## config.mk

```make
export PLATFORM = sky130hd
export DESIGN_NAME = stdp_synapse
export DESIGN_NICKNAME = d
export VERILOG_FILES = /design/src/rtl/stdp_synapse.sv
export SDC_FILE = /design/constraint.sdc
export NUM_CORES = 1
export LEC_CHECK = 0
export BUFFER_PORTS_ARGS = -buffer_cell sky130_fd_sc_hd__buf_2
export CORE_MARGIN = 2
export CORE_UTILIZATION = 25
export DETAILED_ROUTE_END_ITERATION = 16
export PLACE_DENSITY = 0.37
export SLEW_MARGIN = 20
export SYNTH_ARGS = -nofsm -noshare
export SYNTH_HDL_FRONTEND = slang
export SYNTH_SLANG_ARGS = --single-unit
```

## constraint.sdc

```tcl
create_clock -name clk -period 17.4 [get_ports clk]
set_input_delay 4.35 -clock clk [delete_from_list [all_inputs] [get_ports clk]]
set_output_delay 4.35 -clock clk [all_outputs]
set_load 0.01 [all_outputs]
```

## src/rtl/stdp_synapse.sv

```systemverilog
// Presynaptic weight bank feeding lif.current, with trace-based pair STDP; current and weights update 1 cycle after inputs.
// No backpressure: every input is sampled on every clock edge.
module stdp_synapse #(
    parameter int N_PRE     = 4,
    parameter int AW        = 2,
    parameter int W_INIT    = 32,
    parameter int A_PLUS    = 4,
    parameter int A_MINUS   = 2,
    parameter int TRACE_WIN = 7
) (
    input  logic             clk,
    input  logic             rst,
    input  logic [N_PRE-1:0] pre_spike,
    input  logic             post_spike,
    input  logic             learn_en,
    input  logic             wr_en,
    input  logic [AW-1:0]    wr_addr,
    input  logic [7:0]       wr_data,
    input  logic [AW-1:0]    rd_addr,
    output logic [7:0]       rd_data,
    output logic [7:0]       current
);

    logic [7:0]        weight    [N_PRE];
    logic [7:0]        weight_nxt[N_PRE];
    logic [2:0]        pre_trace [N_PRE];
    logic [2:0]        post_trace;
    logic signed [9:0] w_sum     [N_PRE];
    logic [10:0]       cur_sum;
    logic [7:0]        cur_nxt;

    always_comb begin
        cur_sum = '0;
        for (int i = 0; i < N_PRE; i++) begin
            if (pre_spike[i]) cur_sum = cur_sum + 11'(weight[i]);
        end
        cur_nxt = (cur_sum > 11'd255) ? 8'd255 : cur_sum[7:0];
    end

    // Potentiation and depression may both fire; the net step is clamped once.
    always_comb begin
        for (int i = 0; i < N_PRE; i++) begin
            w_sum[i] = $signed({2'b00, weight[i]});
            if (learn_en && post_spike && pre_trace[i] != 3'd0)
                w_sum[i] = w_sum[i] + 10'(A_PLUS);
            if (learn_en && pre_spike[i] && post_trace != 3'd0)
                w_sum[i] = w_sum[i] - 10'(A_MINUS);
            if (w_sum[i][9])
                weight_nxt[i] = 8'd0;
            else if (w_sum[i][8])
                weight_nxt[i] = 8'd255;
            else
                weight_nxt[i] = w_sum[i][7:0];
            if (wr_en && wr_addr == AW'(i))
                weight_nxt[i] = wr_data;
        end
    end

    always_comb begin
        rd_data = '0;
        for (int i = 0; i < N_PRE; i++) begin
            if (rd_addr == AW'(i)) rd_data = weight[i];
        end
    end

    always_ff @(posedge clk) begin
        if (rst) begin
            for (int i = 0; i < N_PRE; i++) begin
                weight[i]    <= 8'(W_INIT);
                pre_trace[i] <= '0;
            end
            post_trace <= '0;
            current    <= '0;
        end else begin
            for (int i = 0; i < N_PRE; i++) begin
                weight[i] <= weight_nxt[i];
                if (pre_spike[i])
                    pre_trace[i] <= 3'(TRACE_WIN);
                else if (pre_trace[i] != 3'd0)
                    pre_trace[i] <= pre_trace[i] - 3'd1;
            end
            if (post_spike)
                post_trace <= 3'(TRACE_WIN);
            else if (post_trace != 3'd0)
                post_trace <= post_trace - 3'd1;
            current <= cur_nxt;
        end
    end

endmodule
```

==> results.cfg <==
[cells_and_area]
num_antenna_cells = 0
finalInstanceArea_um2 = 6000
instances_no_fill = 973
final_cell_mix = 94 x nor2_1, 64 x nand2_1, 43 x dfxtp_1
num-nets-final = 757
utilization_pct = 27.7
synthToLayoutAreaGrowth_pct = 9.76
mostFrequentLayoutCell = nor2_1
layout_cell_share_with_drive_strength_beyond_1_pct = 12.4
num-fill-cells = 2361

[drt]
highest-signal-layer = met4
drt_drc_violations_left = 0
route.met2.wl_um = 8470
route.vias.total = 4930
routedWlPerCell_um = 18.4
wl_met1_um = 8560
via_per_inst = 5.07
drt_pre_antenna_iters = 5
met3_length_um = 554
drt_first_iter_violations = 301
routed_wl_um = 17900
drtAntennaViolNets = 0

[clock_tree]
cts.reportedPaths.clkPinSlew_ps = 80
cts_setup_buffers = 0
root_buffer = clkbuf_16
clock_tree.htree_level_count = 2
clock_sink_count = 55
clk_path_buf_depth = 2
holdBufCountCts = 0
clk-insertion-delay-late_ps = 310
tritoncts = yes
post_cts_resized = 0
tritoncts.num_buffers = 5

[timing]
worst_slack_ps = 7720
maxClockFrequency_ghz = 0.103
final_max_slew_viols = 0
period_minus_slack_ps = 9680
timing.max_slew.rel_slack_pct = 35.7
fin_hold_ws_ps = 554
timing.final.crit_share_pct = 55.6
timing.setup.tns_ps = 0
timing_worst_slew_pin_value_ps = 964
report.final.setup_viol = 0
hold_violations = 0
skew_ps = 7.25
rsz0062_at_grt = false

[power]
power.density_nw_per_um2 = 84.0
leakage_nw = 2.43
ir_worst_vdd_uv = 36.9
post-layout-total-power_mw = 0.503

[setup_path]
crit_path_end_kind = output pin
critical_path_cell_by_cell = buf_2, mux4_2, buf_2
critPathArrivalTime_ps = 5330
timing.critical_path.max_delay_family = multiplexers
timing.critical_path.depth = 3
crit_path_frequent_cell = buf_2
crit_required_ps = 13050
worst-path-max-fanout = 8
critical-path-slowest-cell = mux4_2
timing.setup.critical_path_class = input port to output pin
worst_path_largest_cell_delay_ps = 550
worstRegToRegCells = 21
timing.critical_path.from_type = input port
timing.critical_path.buf_inv = 2

[global_routing]
pin_count_of_the_biggest_net_entering_global_routing = 44
grt_antenna_before_repair = 1
globalRouteTotalUtil_pct = 15.6
grt_pass1_vias = 4828
grt_remaining_overflow = 0
grt_first_pass_wirelength_um = 28200

[floorplan]
floorplan.io_pins = 37
die-height_um = 152
die_boundary_width_um = 152
initial_core_util_pct = 25.3
std_cell_rows = 54
die_footprint_um2 = 23000
coreArea_um2 = 21600

[synthesis]
yosys_synthesis_warning_count = 0
syn-cell-area_um2 = 5460
synth_nets = 748
synth.yosys.seq_area_share_pct = 22.4
synth-async-reset-ratio_pct = 0
synthesis.instances = 683
synth_cell_type_count = 84
number_of_enable_type_register_cells_in_the_synthesized_netlist = 12
synth.avg_cell_area_um2 = 8.00
yosys_register_bits = 55
dominantRegCellSynth = dfxtp_1

[place]
port_buffers = 36
postPlaceCellArea_um2 = 5820
post-place-cells = 965
globalplace.congestion = 0.835
dp_hpwl_um = 13800
placement.setup.worst_slack_ps = 7700

[worst_hold_path]
min_path_cells = 2
worst_hold_path_type = register to register

[run_status]
status = finished, final reports clean

[job]
cap_viol_max_count = 0
## cell usage after synthesis (all sizes together) (6+ instances only)
cell,instances,area [um^2]
a211oi,6,50.1
a21oi,42,214
a31oi,7,50.1
and2,8,50.1
and3,11,68.8
buf,14,97.6
clkbuf,20,75.1
dfxtp,43,861
edfxtp,12,360
ha,41,513
inv,34,128
mux2,9,101
mux2i,13,134
mux4,8,180
nand2,64,240
nand2b,8,50.1
nand3,20,100
nand3b,9,71.3
nand4,7,50.1
nor2,94,353
nor3,11,60.1
o21a,10,75.1
o21ai,35,175
o22ai,12,81.3
o31ai,6,58.8
or2,7,43.8
or3,8,50.1
xnor2,30,282
xor2,20,175
## cell type report
class                      instances  area (um^2)  area share [%]
tap                              280          350            5.84
clock buffer                       5          125            2.09
sequential                        55         1220            20.4
clock inverter                     3         50.0           0.835
multi-input combinational        560         3940            65.7
inverter                          34          128            2.13
timing repair buffer              36          180            3.01
## power breakdown
group	leakage, nW	internal [mW]	switching, mW
Combinational	1.85	0.0882	0.111
Sequential	0.487	0.149	0.0277
Clock	0.0863	0.0699	0.0579
Total	2.43	0.307	0.197
## worst register-to-register path, stage by stage, from the launching register on
cell and delay [ps]:
dfxtp_1 620, nand2_1 130, inv_1 80, ha_1 290, nand2_1 170, a211oi_1 60, a2111oi_0 500, xnor2_1 120
mux2_2 330, ha_1 230, or3_1 340, o22ai_1 140, a31oi_1 70, xor2_1 170, and2_1 170, or2_2 300
ha_1 320, and2_1 160, o31ai_1 70, a21oi_1 90, o22ai_1 600, a31oi_1 160
## worst paths after layout
kind,startpoint,slack (ps),endpoint
min reg2reg,post_trace[2],550,post_trace[2]
max reg2reg,weight[0][5],12130,current[6]
min,post_trace[2],550,post_trace[2]
max,rd_addr[0],7720,rd_data[1]
## layer usage
metal,track usage (%),vias up
li1,-,2473
met1,20.9,2355
met2,26.2,85
met3,2.28,17
met4,4.45,0
met5,0,-
## cells by family (layout without fill, tap and decap cells)
| group | after synthesis | in the layout | share of synthesized area (%) |
|---|---|---|---|
| simple gates | 277 | 277 | 26.1 |
| compound gates | 159 | 159 | 19.6 |
| buf+inv | 68 | 78 | 5.50 |
| flops | 55 | 55 | 22.4 |
| xor+xnor | 50 | 50 | 8.36 |
| fa+ha+maj | 44 | 44 | 10.5 |
| mux | 30 | 30 | 7.60 |
## flip-flops by register name, summed over array words and instances, names as in the netlist
name	count
post_trace	3
current	8
weight	32
pre_trace	12
No activity file was read; power rests on OpenSTA's default activity.
